--- src/rtl/mult_control.sv ---
// Sequencing FSM for the 8-bit add-shift signed multiplier.
// Steps the X:A:B register datapath through one clear, then N_BITS
// evaluate/shift pairs, then holds Done until Run is released.
module mult_control #(
  parameter int N_BITS = 8
) (
  input  logic Clk,
  input  logic Reset,
  input  logic Run,
  input  logic ClearA_LoadB,
  input  logic Mval,
  output logic Load_B,
  output logic Clr_XA,
  output logic Yes_Add,
  output logic Yes_Sub,
  output logic Shift_En,
  output logic Busy,
  output logic Done
);

  localparam int CW = $clog2(N_BITS) + 1;
  localparam logic [CW-1:0] LAST = CW'(N_BITS - 1);

  typedef enum logic [2:0] {
    IDLE,
    CLEAR,
    EVAL,
    SHIFT,
    DONE
  } state_t;

  state_t state;
  state_t state_next;
  logic [CW-1:0] cnt;
  logic [CW-1:0] cnt_next;

  // State and iteration counter register with synchronous active-low reset
  always_ff @(posedge Clk) begin
    if (!Reset) begin
      state <= IDLE;
      cnt   <= '0;
    end else begin
      state <= state_next;
      cnt   <= cnt_next;
    end
  end

  // Next-state and counter update; ClearA_LoadB outranks Run while idle
  always_comb begin
    state_next = state;
    cnt_next   = cnt;
    unique case (state)
      IDLE: begin
        if (!ClearA_LoadB && Run) begin
          state_next = CLEAR;
        end
      end
      CLEAR: begin
        cnt_next   = '0;
        state_next = EVAL;
      end
      EVAL: begin
        state_next = SHIFT;
      end
      SHIFT: begin
        cnt_next = cnt + 1'b1;
        if (cnt == LAST) begin
          state_next = DONE;
        end else begin
          state_next = EVAL;
        end
      end
      DONE: begin
        if (!Run) begin
          state_next = IDLE;
        end
      end
      default: begin
        state_next = IDLE;
      end
    endcase
  end

  // Output decode: mostly Moore, with IDLE load/clear and EVAL add/sub gated by inputs
  always_comb begin
    Load_B   = 1'b0;
    Clr_XA   = 1'b0;
    Yes_Add  = 1'b0;
    Yes_Sub  = 1'b0;
    Shift_En = 1'b0;
    Busy     = 1'b0;
    Done     = 1'b0;
    unique case (state)
      IDLE: begin
        if (ClearA_LoadB) begin
          Load_B = 1'b1;
          Clr_XA = 1'b1;
        end
      end
      CLEAR: begin
        Clr_XA = 1'b1;
        Busy   = 1'b1;
      end
      EVAL: begin
        Busy = 1'b1;
        if (Mval) begin
          if (cnt == LAST) begin
            Yes_Sub = 1'b1;
          end else begin
            Yes_Add = 1'b1;
          end
        end
      end
      SHIFT: begin
        Busy     = 1'b1;
        Shift_En = 1'b1;
      end
      DONE: begin
        Done = 1'b1;
      end
      default: begin
        Busy = 1'b0;
      end
    endcase
  end

endmodule
--- config.mk ---
export PLATFORM = sky130hd
export DESIGN_NAME = mult_control
export DESIGN_NICKNAME = d
export VERILOG_FILES = /design/src/rtl/mult_control.sv
export SDC_FILE = /design/constraint.sdc
export NUM_CORES = 1
export LEC_CHECK = 0
export CORE_AREA = 2 2 39 41
export CTS_CLUSTER_DIAMETER = 60
export CTS_CLUSTER_SIZE = 12
export DETAILED_ROUTE_END_ITERATION = 6
export DIE_AREA = 0 0 41 43
export PLACE_DENSITY = 0.52
export SLEW_MARGIN = 10
export SYNTH_ARGS = -nofsm -noshare
export SYNTH_HDL_FRONTEND = slang
export SYNTH_SLANG_ARGS = --single-unit
--- constraint.sdc ---
create_clock -name Clk -period 2.5 [get_ports Clk]
set_clock_uncertainty 0.1 [all_clocks]
set_input_delay 0.25 -clock Clk [delete_from_list [all_inputs] [get_ports Clk]]
set_output_delay 0.25 -clock Clk [all_outputs]
set_load 0.01 [all_outputs]
==> results of run 1 <==
cells in the mapped netlist:
cell type                  n
sky130_fd_sc_hd__mux2_1    1
sky130_fd_sc_hd__dfxtp_1   7
sky130_fd_sc_hd__a21oi_1   3
sky130_fd_sc_hd__inv_1     3
sky130_fd_sc_hd__nor2b_1   3
sky130_fd_sc_hd__nor3b_2   1
sky130_fd_sc_hd__buf_2     1
sky130_fd_sc_hd__nand2_1   5
sky130_fd_sc_hd__nand3b_4  1
sky130_fd_sc_hd__buf_4     1
sky130_fd_sc_hd__nand2b_1  1
sky130_fd_sc_hd__and4bb_1  1
sky130_fd_sc_hd__and3_1    1
sky130_fd_sc_hd__nor2_1    7
sky130_fd_sc_hd__a32oi_1   1
sky130_fd_sc_hd__or3_1     1
sky130_fd_sc_hd__nand3_1   5
sky130_fd_sc_hd__a31oi_1   1
sky130_fd_sc_hd__and3b_1   1
sky130_fd_sc_hd__o21ai_1   1
sky130_fd_sc_hd__nor4_1    1
sky130_fd_sc_hd__nor3_1    2
sky130_fd_sc_hd__ha_1      1
registers in the layout (all words and copies together) (netlist names):
register	flops
cnt	4
state	3
worst reg2reg max path, delay by kind of cell (launching register included):
kind | cells | cell delay [ns]
flops | 1 | 0.63
simple gates | 2 | 0.49
compound gates | 1 | 0.13
cell type report:
type,count,area share (%)
Multi-Input combinational cell,38,43.4
Sequential cell,7,25.7
Timing Repair Buffer,11,20.2
Clock buffer,4,4.83
Tap cell,16,3.68
Inverter,3,2.07
stage by stage:
| step | instances | total power, uW | utilization, % | setup WS (ns) | hold slack (ns) |
|---|---|---|---|---|---|
| 6_report | 79 | 267 | 39.3 | 0.376 | 0.374 |
| 5_1_grt | 79 | 283 | 39.3 | 0.244 | 0.421 |
| 4_1_cts | 79 | 272 | 39.3 | 0.366 | 0.372 |
| 3_5_place_dp | 75 | 164 | 37.4 | 0.614 | 0.365 |
| 3_3_place_gp | 75 | 164 | 37.4 | 0.624 | 0.366 |
| 2_1_floorplan | 50 | 143 | - | 1.20 | 0.264 |
power by group:
part / leakage [uW] / total (uW) / internal [uW] / switching, uW
clock: 0.0000150 / 107 / 61.2 / 45.5
combinational: 0.000171 / 37.6 / 22.2 / 15.4
sequential: 0.0000567 / 123 / 114 / 8.85
cells by family after synthesis:
group / after synthesis / share of synthesized area (%)
AOI/OAI and AO/OA: 6 / 8.75
adders and majority gates: 1 / 3.12
buffers and inverters: 5 / 5.94
DFF: 7 / 35.0
muxes: 1 / 2.81
and+or+nand+nor: 30 / 44.4
worst min-delay path by stage:
stage	start	to	slack [ns]
after global routing	cnt[1]$_SDFFE_PN0P_	cnt[1]$_SDFFE_PN0P_	0.42
after global placement	cnt[1]$_SDFFE_PN0P_	cnt[1]$_SDFFE_PN0P_	0.37
after floorplan	Reset	state[0]$_SDFFE_PN0P_	0.26
final	cnt[1]$_SDFFE_PN0P_	cnt[1]$_SDFFE_PN0P_	0.37
after detailed placement	cnt[1]$_SDFFE_PN0P_	cnt[1]$_SDFFE_PN0P_	0.37
after CTS	cnt[1]$_SDFFE_PN0P_	cnt[1]$_SDFFE_PN0P_	0.37
layer usage:
layer | track usage, % | vias to the layer above | part of all wire (%)
met5 | 0 | - | 0
met4 | 10.0 | 0 | 0.93
met3 | 3.14 | 2 | 3.5
met2 | 16.3 | 7 | 46
met1 | 15.2 | 168 | 49
li1 | - | 200 | -
==> metrics.txt, run 1 <==
# TYPE chip_impl_metric gauge
chip_impl_metric{name="global_route.usage.total",unit="%"} 12.1
chip_impl_metric{name="setup-tns-final",unit="ns"} 0
chip_impl_info{name="r2r_start",value="state[1]$_SDFFE_PN0P_"} 1
chip_impl_metric{name="sequential_cell_area",unit="um2"} 140
chip_impl_info{name="mostFrequentLayoutCells",value="sky130_fd_sc_hd__clkdlybuf4s50_1, sky130_fd_sc_hd__nor2_1, sky130_fd_sc_hd__dfxtp_1"} 1
chip_impl_metric{name="grt_antenna_before_repair",unit=""} 0
chip_impl_metric{name="synth-seq-cells",unit=""} 7
chip_impl_metric{name="grt_start_max_net_pins",unit=""} 13
chip_impl_metric{name="maxcap_viol_count",unit=""} 0
chip_impl_metric{name="drtIter0Drc",unit=""} 5
chip_impl_metric{name="final_net_count",unit=""} 70
chip_impl_metric{name="avgRoutedWirePerCell",unit="um"} 10.9
chip_impl_metric{name="sinks_on_clock_net",unit=""} 7
chip_impl_metric{name="ys.warnings.count",unit=""} 0
chip_impl_metric{name="io_pins",unit=""} 12
chip_impl_metric{name="area_of_the_core",unit="mm2"} 0.00138
chip_impl_metric{name="timing.final.max_slew_violations",unit=""} 0
chip_impl_metric{name="cts.htree.levels",unit=""} 1
chip_impl_metric{name="clk_latency",unit="ns"} 0.25
chip_impl_info{name="root_buffer_selected_by_cts",value="sky130_fd_sc_hd__clkbuf_4"} 1
chip_impl_metric{name="timing.final.hold_violations",unit=""} 0
chip_impl_metric{name="synthToLayoutAreaGrowth",unit="%"} 35.9
chip_impl_metric{name="post_synth_num_cell_types",unit=""} 23
chip_impl_metric{name="postRouteWirelength",unit="um"} 864
chip_impl_metric{name="insertedDiodeCount",unit=""} 0
chip_impl_info{name="hold_path_class",value="flop to flop"} 1
chip_impl_metric{name="synthesis.nets",unit=""} 56
chip_impl_metric{name="max-clock-path-buffers",unit=""} 2
chip_impl_info{name="critical_path.reg2reg.endpoint",value="cnt[3]$_SDFFE_PN0P_"} 1
chip_impl_metric{name="first_global_vias",unit=""} 332
chip_impl_info{name="tritoncts_clock_tree",value="built"} 1
chip_impl_info{name="crit_path_start_kind",value="flop"} 1
chip_impl_info{name="result_of_the_run",value="finished, final reports clean"} 1
chip_impl_metric{name="die_width",unit="um"} 41
chip_impl_metric{name="fill_cells",unit=""} 158
chip_impl_metric{name="via_per_inst",unit=""} 4.77
chip_impl_metric{name="synth_largest_type_area_fraction",unit="%"} 35.0
chip_impl_metric{name="cts_hold_repair.buffers",unit=""} 0
chip_impl_metric{name="syn_area_per_cell",unit="um2"} 8.01
chip_impl_metric{name="worst-path-buf-inv",unit=""} 1
chip_impl_metric{name="max_slew_margin",unit="%"} 66.8
chip_impl_metric{name="gp_congestion",unit=""} 0.694
chip_impl_metric{name="period_minus_slack",unit="ns"} 2.12
chip_impl_metric{name="irDropWorstVdd",unit="mV"} 0.192
chip_impl_info{name="crit_path_top_delay_cell",value="sky130_fd_sc_hd__dfxtp_1"} 1
chip_impl_info{name="timing.setup.critical_path_class",value="flop to output port"} 1
chip_impl_metric{name="post_cts_resize_count",unit=""} 0
chip_impl_metric{name="cellLeakagePower",unit="uW"} 0.000243
chip_impl_metric{name="crit_arrival",unit="ns"} 1.77
chip_impl_metric{name="reg2reg_slack",unit="ns"} 1.09
chip_impl_info{name="timing.critical_path.from",value="state[1]$_SDFFE_PN0P_"} 1
chip_impl_metric{name="die-height",unit="um"} 43
chip_impl_metric{name="post_route_cells_drive_above_1_share",unit="%"} 7.94
chip_impl_metric{name="place.detailed.hpwl",unit="um"} 665
chip_impl_metric{name="first_pass_grt_wire_length",unit="um"} 1400
chip_impl_metric{name="post-cts-setup-buffer-count",unit=""} 0
chip_impl_info{name="synth_area_leaders",value="sky130_fd_sc_hd__dfxtp_1, sky130_fd_sc_hd__nor2_1, sky130_fd_sc_hd__nand3_1"} 1
chip_impl_metric{name="stdcell_area",unit="um2"} 544
chip_impl_info{name="mostFrequentLayoutCell",value="sky130_fd_sc_hd__clkdlybuf4s50_1"} 1
chip_impl_metric{name="crit_cells",unit=""} 3
chip_impl_metric{name="worst_r2r_path_depth",unit=""} 3
chip_impl_metric{name="cts_made_buffers",unit=""} 3
chip_impl_metric{name="path_clk_slew",unit="ns"} 0.06
chip_impl_info{name="yosysTopAreaCell",value="sky130_fd_sc_hd__dfxtp_1"} 1
chip_impl_metric{name="die_area",unit="mm2"} 0.00176
chip_impl_metric{name="share_of_the_yosys_chip_area_belonging_to_registers",unit="%"} 35.0
chip_impl_metric{name="critPathRequiredTime",unit="ns"} 2.15
chip_impl_metric{name="post_route_clock_period_utilization",unit="%"} 85.0
chip_impl_metric{name="crit_path_max_cell_delay",unit="ns"} 0.63
chip_impl_metric{name="max_slew.worst_pin.slew",unit="ns"} 0.497
chip_impl_metric{name="start_util",unit="%"} 28.9
chip_impl_metric{name="post_synthesis_instance_total",unit=""} 50
chip_impl_info{name="unrepaired_setup_endpoints_after_global_routing",value="no"} 1
chip_impl_metric{name="global_route_congestion_overflow_total",unit=""} 0
chip_impl_metric{name="power.density_cell_area",unit="mW/mm2"} 491
chip_impl_metric{name="critical_path.max_fanout",unit=""} 12
chip_impl_metric{name="fmaxAchievable",unit="GHz"} 0.471
chip_impl_metric{name="min_delay_path_depth",unit=""} 2
chip_impl_metric{name="ant_nets",unit=""} 0
chip_impl_metric{name="numPortBuffers",unit=""} 11
chip_impl_metric{name="dpl-instance-area",unit="um2"} 518
chip_impl_info{name="endpoint",value="Yes_Sub"} 1
chip_impl_metric{name="placementRows",unit=""} 14
chip_impl_metric{name="synth.cell_area",unit="um2"} 400
chip_impl_metric{name="drc_errors",unit=""} 0
chip_impl_info{name="crit_family",value="flip-flops"} 1
chip_impl_metric{name="detailroute.via_count",unit=""} 377
chip_impl_info{name="crit_path_cell_trace",value="nand3_1, nor3_1, clkdlybuf4s50_1"} 1
chip_impl_metric{name="firstDrtPassIters",unit=""} 3
chip_impl_info{name="cp_endpoint_kind",value="output port"} 1
chip_impl_metric{name="setup_viol",unit=""} 0
chip_impl_metric{name="multi_input_area",unit="um2"} 236
(Power assumes the default switching activity.)
==> run 2, diff against run 1 <==
==> constraint.sdc (replaced) <==
create_clock -name Clk -period 2 [get_ports Clk]
set_clock_uncertainty 0.1 [all_clocks]
set_input_delay 0.2 -clock Clk [delete_from_list [all_inputs] [get_ports Clk]]
set_output_delay 0.2 -clock Clk [all_outputs]
set_load 0.01 [all_outputs]
==> run 2 against run 1 <==
Clock-buffer cell count unchanged. Register-to-register slack worse by 0.35 ns. Cell count up 1.3%. Critical path depth unchanged. Clock power up 22%. Total power up 25%. Critical endpoint is now Load_B. Die area unchanged. Setup slack worse by 0.23 ns. Global-route usage down 0.12 points. First-iteration DRC count rose to 3.6 times the previous value. Non-clock buffer count up 1.
==> metrics.txt, run 2 (synthesis gave the netlist of run 1 again) <==
# TYPE chip_impl_metric gauge
chip_impl_metric{name="largest_register_ffs",unit=""} 4
chip_impl_metric{name="path_clk_slew",unit="ns"} 0.06
chip_impl_metric{name="first_pass_grt_wire_length",unit="um"} 1470
chip_impl_metric{name="timing.final.max_slew_violations",unit=""} 0
chip_impl_metric{name="sequential_cell_area",unit="um2"} 141
chip_impl_info{name="crit_path_cell_trace",value="buf_4, nor4_1, clkdlybuf4s50_1"} 1
chip_impl_metric{name="place.detailed.hpwl",unit="um"} 686
chip_impl_metric{name="power.density_cell_area",unit="mW/mm2"} 597
chip_impl_info{name="hold_path_class",value="flop to flop"} 1
chip_impl_info{name="unrepaired_setup_endpoints_after_global_routing",value="no"} 1
chip_impl_metric{name="avgRoutedWirePerCell",unit="um"} 11.1
chip_impl_metric{name="critPathRequiredTime",unit="ns"} 1.70
chip_impl_metric{name="ant_nets",unit=""} 0
chip_impl_info{name="r2r_start",value="cnt[0]$_SDFFE_PN0P_"} 1
chip_impl_metric{name="timing.final.hold_violations",unit=""} 0
chip_impl_metric{name="cts.htree.levels",unit=""} 1
chip_impl_metric{name="grt_antenna_before_repair",unit=""} 0
chip_impl_metric{name="wl_met3",unit="um"} 51
chip_impl_metric{name="drtIter0Drc",unit=""} 18
chip_impl_info{name="layout_top_registers",value="cnt: 4 flops, state: 3 flops"} 1
chip_impl_info{name="cp_endpoint_kind",value="output port"} 1
chip_impl_info{name="timing.setup.critical_path_class",value="flop to output port"} 1
chip_impl_info{name="root_buffer_selected_by_cts",value="sky130_fd_sc_hd__clkbuf_4"} 1
chip_impl_metric{name="clk_latency",unit="ns"} 0.25
chip_impl_metric{name="critical_path.max_fanout",unit=""} 11
chip_impl_metric{name="max_slew.worst_pin.slew",unit="ns"} 0.251
chip_impl_info{name="crit_path_start_kind",value="flop"} 1
chip_impl_metric{name="setup_viol",unit=""} 0
chip_impl_metric{name="grt_start_max_net_pins",unit=""} 12
chip_impl_metric{name="synthToLayoutAreaGrowth",unit="%"} 40.0
chip_impl_metric{name="post-cts-setup-buffer-count",unit=""} 0
chip_impl_info{name="mostFrequentLayoutCell",value="sky130_fd_sc_hd__clkdlybuf4s50_1"} 1
chip_impl_metric{name="global_route.usage.total",unit="%"} 11.9
chip_impl_metric{name="period_minus_slack",unit="ns"} 1.86
chip_impl_metric{name="insertedDiodeCount",unit=""} 0
chip_impl_metric{name="max_slew_margin",unit="%"} 83.3
chip_impl_info{name="min_from",value="cnt[1]$_SDFFE_PN0P_"} 1
chip_impl_info{name="highest-signal-layer",value="met3"} 1
chip_impl_metric{name="die_area",unit="mm2"} 0.00176
chip_impl_metric{name="setup-tns-final",unit="ns"} 0
chip_impl_metric{name="met1Wirelength",unit="um"} 420
chip_impl_metric{name="postRouteWirelength",unit="um"} 886
chip_impl_metric{name="global_route_congestion_overflow_total",unit=""} 0
chip_impl_metric{name="firstDrtPassIters",unit=""} 6
chip_impl_info{name="timing.critical_path.from",value="state[1]$_SDFFE_PN0P_"} 1
chip_impl_metric{name="post-route-util",unit="%"} 40.5
chip_impl_metric{name="gp_congestion",unit=""} 0.732
chip_impl_metric{name="via_per_inst",unit=""} 4.79
chip_impl_metric{name="cellLeakagePower",unit="uW"} 0.000286
chip_impl_metric{name="detailroute.via_count",unit=""} 383
chip_impl_metric{name="post_route_clock_period_utilization",unit="%"} 92.8
chip_impl_metric{name="post_cts_resize_count",unit=""} 0
chip_impl_metric{name="crit_path_max_cell_delay",unit="ns"} 0.58
chip_impl_metric{name="start_util",unit="%"} 28.9
chip_impl_metric{name="routed-wl-met2",unit="um"} 414
chip_impl_metric{name="max-clock-path-buffers",unit=""} 2
chip_impl_metric{name="crit_arrival",unit="ns"} 1.56
chip_impl_metric{name="first_global_vias",unit=""} 350
chip_impl_metric{name="sinks_on_clock_net",unit=""} 7
chip_impl_metric{name="drc_errors",unit=""} 0
chip_impl_metric{name="fill_cells",unit=""} 139
chip_impl_metric{name="cts_hold_repair.buffers",unit=""} 0
chip_impl_metric{name="cts_made_buffers",unit=""} 3
chip_impl_metric{name="placementRows",unit=""} 14
chip_impl_info{name="tritoncts_clock_tree",value="built"} 1
chip_impl_metric{name="fmaxAchievable",unit="GHz"} 0.539
chip_impl_info{name="top_register",value="cnt"} 1
chip_impl_metric{name="irDropWorstVdd",unit="mV"} 0.254
chip_impl_metric{name="die-height",unit="um"} 43
chip_impl_metric{name="post_route_cells_drive_above_1_share",unit="%"} 12.5
chip_impl_info{name="mostFrequentLayoutCells",value="sky130_fd_sc_hd__clkdlybuf4s50_1, sky130_fd_sc_hd__nor2_1, sky130_fd_sc_hd__dfxtp_1"} 1
chip_impl_info{name="crit_path_top_delay_cell",value="sky130_fd_sc_hd__clkdlybuf4s50_1"} 1
chip_impl_metric{name="final_net_count",unit=""} 71
chip_impl_metric{name="maxcap_viol_count",unit=""} 0
chip_impl_metric{name="numPortBuffers",unit=""} 11
chip_impl_metric{name="multi_input_area",unit="um2"} 239
chip_impl_metric{name="io_pins",unit=""} 12
chip_impl_metric{name="area_of_the_core",unit="mm2"} 0.00138
chip_impl_metric{name="die_width",unit="um"} 41
chip_impl_info{name="result_of_the_run",value="finished, final reports clean"} 1
run 2: changes by cell type in the layout (fill, tap and decap cells not counted):
| cell | previous run | this run |
|---|---|---|
| sky130_fd_sc_hd__buf_4 | 0 | 1 |
| sky130_fd_sc_hd__dfxtp_1 | 7 | 6 |
| sky130_fd_sc_hd__clkdlybuf4s50_1 | 11 | 9 |
| sky130_fd_sc_hd__nor2_2 | 0 | 1 |
| sky130_fd_sc_hd__dfxtp_2 | 0 | 1 |
| sky130_fd_sc_hd__dlymetal6s2s_1 | 0 | 2 |
| sky130_fd_sc_hd__nor2_1 | 7 | 6 |
run 2: routing by layer:
metal  GRT usage [%]  vias to the layer above
li1                -                      203
met2            16.9                       11
met1            15.1                      169
met5               0                        -
met3            3.66                        0
met4            7.33                        0
run 2: final timing paths:
check / cells past startpoint / endpoint / slack (ns)
worst max-delay path: 3 / Load_B / 0.14
worst min-delay path: 2 / cnt[1]$_SDFFE_PN0P_ / 0.38
worst max register to register: 4 / state[1]$_SDFFE_PN0P_ / 0.74
worst min register to register: 2 / cnt[1]$_SDFFE_PN0P_ / 0.38
run 2: area by class of cell:
class | count | area share [%]
Multi-Input combinational cell | 38 | 42.6
Sequential cell | 7 | 25.2
Timing Repair Buffer | 12 | 21.9
Clock buffer | 4 | 4.69
Tap cell | 16 | 3.57
Inverter | 3 | 2.01
run 2: metrics by stage:
step           area, um2  std cells  hold WS, ns  total power, uW  worst slack [ns]
6_report             561         80        0.380              335             0.143
3_5_place_dp         526         76        0.373              207             0.221
2_1_floorplan        400         50        0.214              178             0.753
5_1_grt              561         80        0.409              354            0.0545
4_1_cts              552         80        0.381              340            0.0189
3_3_place_gp         526         76        0.367              207             0.252
run 2: worst max-delay path: cells and delay by family, from the launching register on:
family | cells | cell delay (ns)
buf+inv | 2 | 0.76
flops | 1 | 0.31
simple gates | 1 | 0.24
run 2: power by group:
| part | total, uW | leakage, uW | internal (uW) | switching [uW] |
|---|---|---|---|---|
| logic | 54.8 | 0.000214 | 29.7 | 25.1 |
| clock network | 131 | 0.0000150 | 76.3 | 54.8 |
| registers | 149 | 0.0000571 | 143 | 5.55 |
| total | 335 | 0.000286 | 249 | 85.5 |
==> run 3, diff against run 2 <==
--- a/config.mk
+++ b/config.mk
@@ -10,7 +10,7 @@
 export CTS_CLUSTER_SIZE = 12
 export DETAILED_ROUTE_END_ITERATION = 6
 export DIE_AREA = 0 0 41 43
-export PLACE_DENSITY = 0.52
+export PLACE_DENSITY = 0.54
 export SLEW_MARGIN = 10
 export SYNTH_ARGS = -nofsm -noshare
 export SYNTH_HDL_FRONTEND = slang
==> constraint.sdc (replaced) <==
create_clock -name Clk -period 1.6 [get_ports Clk]
set_clock_uncertainty 0.1 [all_clocks]
set_input_delay 0.16 -clock Clk [delete_from_list [all_inputs] [get_ports Clk]]
set_output_delay 0.16 -clock Clk [all_outputs]
set_load 0.01 [all_outputs]
==> run 3 against run 2 <==
Hold slack gained 0.038 ns. Sequential share of layout area shrank 2.3 points. Die area is the same. Wire length grew 1.5%. Critical path type unchanged.
==> metrics.txt, run 3 (synthesis gave the netlist of run 1 again) <==
# TYPE chip_impl_metric gauge
chip_impl_metric{name="avgRoutedWirePerCell",unit="um"} 10.2
chip_impl_metric{name="maxcap_viol_count",unit=""} 0
chip_impl_metric{name="p_seq_share",unit="%"} 43.2
chip_impl_metric{name="drc_errors",unit=""} 0
chip_impl_metric{name="setup_viol",unit=""} 0
chip_impl_metric{name="crit_path_max_cell_delay",unit="ns"} 0.31
chip_impl_metric{name="post_route_cells_drive_above_1_share",unit="%"} 27.8
chip_impl_metric{name="cellLeakagePower",unit="uW"} 0.000308
chip_impl_metric{name="setup-tns-final",unit="ns"} 0
chip_impl_metric{name="critPathRequiredTime",unit="ns"} 1.34
chip_impl_metric{name="combinationalPowerShare",unit="%"} 17.4
chip_impl_metric{name="timing.final.hold_violations",unit=""} 0
chip_impl_metric{name="global_route_congestion_overflow_total",unit=""} 0
chip_impl_info{name="crit_family",value="flip-flops"} 1
chip_impl_info{name="mostFrequentLayoutCell",value="sky130_fd_sc_hd__buf_4"} 1
chip_impl_metric{name="io_pins",unit=""} 12
chip_impl_metric{name="postRouteWirelength",unit="um"} 899
chip_impl_metric{name="timing.final.max_slew_violations",unit=""} 0
chip_impl_info{name="mostFrequentLayoutCells",value="sky130_fd_sc_hd__buf_4, sky130_fd_sc_hd__nor2_1, sky130_fd_sc_hd__dfxtp_1"} 1
chip_impl_metric{name="drtIter0Drc",unit=""} 4
chip_impl_metric{name="worst_hold_slack",unit="ns"} 0.418
chip_impl_metric{name="via_per_inst",unit=""} 4.56
chip_impl_info{name="unrepaired_setup_endpoints_after_global_routing",value="no"} 1
chip_impl_metric{name="power.density_cell_area",unit="mW/mm2"} 693
chip_impl_metric{name="die_width",unit="um"} 41
chip_impl_metric{name="grt_antenna_before_repair",unit=""} 0
chip_impl_metric{name="netSwitchingFraction",unit="%"} 26.5
chip_impl_metric{name="placementRows",unit=""} 14
chip_impl_metric{name="final_net_count",unit=""} 79
chip_impl_info{name="cp_endpoint_kind",value="output port"} 1
chip_impl_metric{name="detailroute.via_count",unit=""} 401
chip_impl_metric{name="sinks_on_clock_net",unit=""} 7
chip_impl_metric{name="first_pass_grt_wire_length",unit="um"} 1520
chip_impl_metric{name="numPortBuffers",unit=""} 11
chip_impl_info{name="timing.setup.critical_path_class",value="flop to output port"} 1
chip_impl_metric{name="irDropWorstVdd",unit="mV"} 0.226
chip_impl_metric{name="insertedDiodeCount",unit=""} 0
chip_impl_metric{name="grt_start_max_net_pins",unit=""} 12
chip_impl_metric{name="global_route.usage.total",unit="%"} 12.6
chip_impl_metric{name="stdcell_area",unit="um2"} 617
chip_impl_metric{name="place.detailed.hpwl",unit="um"} 714
chip_impl_metric{name="max_slew_margin",unit="%"} 84.5
chip_impl_metric{name="total_switching_power",unit="uW"} 113
chip_impl_metric{name="ant_nets",unit=""} 0
chip_impl_metric{name="reg2reg_slack",unit="ns"} 0.31
chip_impl_metric{name="cts_made_buffers",unit=""} 3
chip_impl_metric{name="max_slew.worst_pin.slew",unit="ns"} 0.230
chip_impl_metric{name="dpl-instance-area",unit="um2"} 598
chip_impl_metric{name="die_area",unit="mm2"} 0.00176
chip_impl_info{name="crit_path_start_kind",value="flop"} 1
chip_impl_info{name="root_buffer_selected_by_cts",value="sky130_fd_sc_hd__clkbuf_4"} 1
chip_impl_info{name="crit_path_cell_trace",value="ha_2, and3b_1, nor2_1, clkdlybuf4s15_2"} 1
chip_impl_metric{name="critical_path.max_fanout",unit=""} 3
chip_impl_metric{name="worst-path-buf-inv",unit=""} 1
chip_impl_metric{name="dpl_worst_slack",unit="ns"} -0.105
chip_impl_metric{name="area_of_the_core",unit="mm2"} 0.00138
chip_impl_metric{name="power_frac_clock",unit="%"} 39.5
chip_impl_metric{name="start_util",unit="%"} 28.9
chip_impl_metric{name="internal_power",unit="uW"} 314
chip_impl_metric{name="clk_latency",unit="ns"} 0.26
chip_impl_metric{name="timing.final.ws_setup",unit="ns"} 0.0649
chip_impl_metric{name="max-clock-path-buffers",unit=""} 2
chip_impl_metric{name="die-height",unit="um"} 43
chip_impl_info{name="top_register",value="cnt"} 1
chip_impl_metric{name="fmaxAchievable",unit="GHz"} 0.651
chip_impl_metric{name="path_clk_slew",unit="ns"} 0.06
chip_impl_metric{name="first_global_vias",unit=""} 376
chip_impl_metric{name="post_route_clock_period_utilization",unit="%"} 95.9
chip_impl_metric{name="largest_register_ffs",unit=""} 4
chip_impl_info{name="result_of_the_run",value="finished, final reports clean"} 1
chip_impl_info{name="layout_top_registers",value="cnt: 4 flops, state: 3 flops"} 1
chip_impl_metric{name="period_minus_slack",unit="ns"} 1.54
chip_impl_metric{name="post-route-util",unit="%"} 44.6
chip_impl_info{name="hold_path_class",value="primary input to flop"} 1
chip_impl_info{name="crit_path_top_delay_cell",value="sky130_fd_sc_hd__dfxtp_1"} 1
chip_impl_metric{name="firstDrtPassIters",unit=""} 4
chip_impl_metric{name="synthToLayoutAreaGrowth",unit="%"} 54.1
chip_impl_metric{name="post-cts-setup-buffer-count",unit=""} 0
chip_impl_metric{name="cts.htree.levels",unit=""} 1
chip_impl_info{name="tritoncts_clock_tree",value="built"} 1
chip_impl_metric{name="crit_arrival",unit="ns"} 1.28
chip_impl_metric{name="gp_congestion",unit=""} 0.682
## run 3: cell count changes in the layout (fill, tap and decap cells not counted), sizes merged
cell           before  now
dlymetal6s2s        2    0
clkbuf              4    6
buf                 1    9
clkdlybuf4s15       0    1
dlygate4sd2         0    4
clkdlybuf4s50       9    4
## run 3: layout make-up
| class | instances | area (um2) |
|---|---|---|
| clock buffer | 4 | 26.3 |
| fill | 141 | 767 |
| inverter | 3 | 11.3 |
| multi-input combinational | 38 | 241 |
| sequential | 7 | 141 |
| tap | 16 | 20.0 |
| timing repair buffer | 20 | 176 |
## run 3: metal layers
metal  up-vias  track usage [%]  share of wire [%]
li1        221                -                  -
met1       170             15.5                 50
met2         8             19.4                 44
met3         2             3.14                3.8
met4         0             6.00                2.1
met5         -                0                  0
## run 3: repair_timing
action / 4_1_cts / 5_1_grt
resized for setup: 10 / 8
hold buffers: 0 / 0
endpoints found under the setup margin: 7 / 3
## run 3: final timing paths
check | from | endpoint | depth (start not counted)
hold reg to reg | cnt[2]$_SDFFE_PN0P_ | cnt[2]$_SDFFE_PN0P_ | 2
setup / recovery | cnt[0]$_SDFFE_PN0P_ | Yes_Add | 4
hold / removal | Reset | state[0]$_SDFFE_PN0P_ | 3
setup reg to reg | cnt[1]$_SDFFE_PN0P_ | state[1]$_SDFFE_PN0P_ | 5
## run 3: power by group through the flow
| stage | registers, uW | clock network [uW] | logic, uW |
|---|---|---|---|
| after detailed placement | 187 | 0 | 81.9 |
| final | 184 | 169 | 74.2 |
| after floorplan | 186 | 0 | 37.2 |
| after CTS | 184 | 177 | 75.1 |
| after global routing | 185 | 182 | 82.6 |
| after global placement | 187 | 0 | 82.3 |
## run 3: worst register-to-register path, stage by stage, from the launching register on
cell and delay [ns]:
sky130_fd_sc_hd__dfxtp_1 0.35, sky130_fd_sc_hd__ha_2 0.20, sky130_fd_sc_hd__and3b_1 0.19, sky130_fd_sc_hd__buf_4 0.11, sky130_fd_sc_hd__nand3_1 0.06, sky130_fd_sc_hd__and3_1 0.18
## run 3: stage by stage
| stage | power [uW] | cells |
|---|---|---|
| 2_1_floorplan | 223 | 50 |
| 3_3_place_gp | 270 | 84 |
| 3_5_place_dp | 269 | 84 |
| 4_1_cts | 436 | 88 |
| 5_1_grt | 449 | 88 |
| 6_report | 427 | 88 |
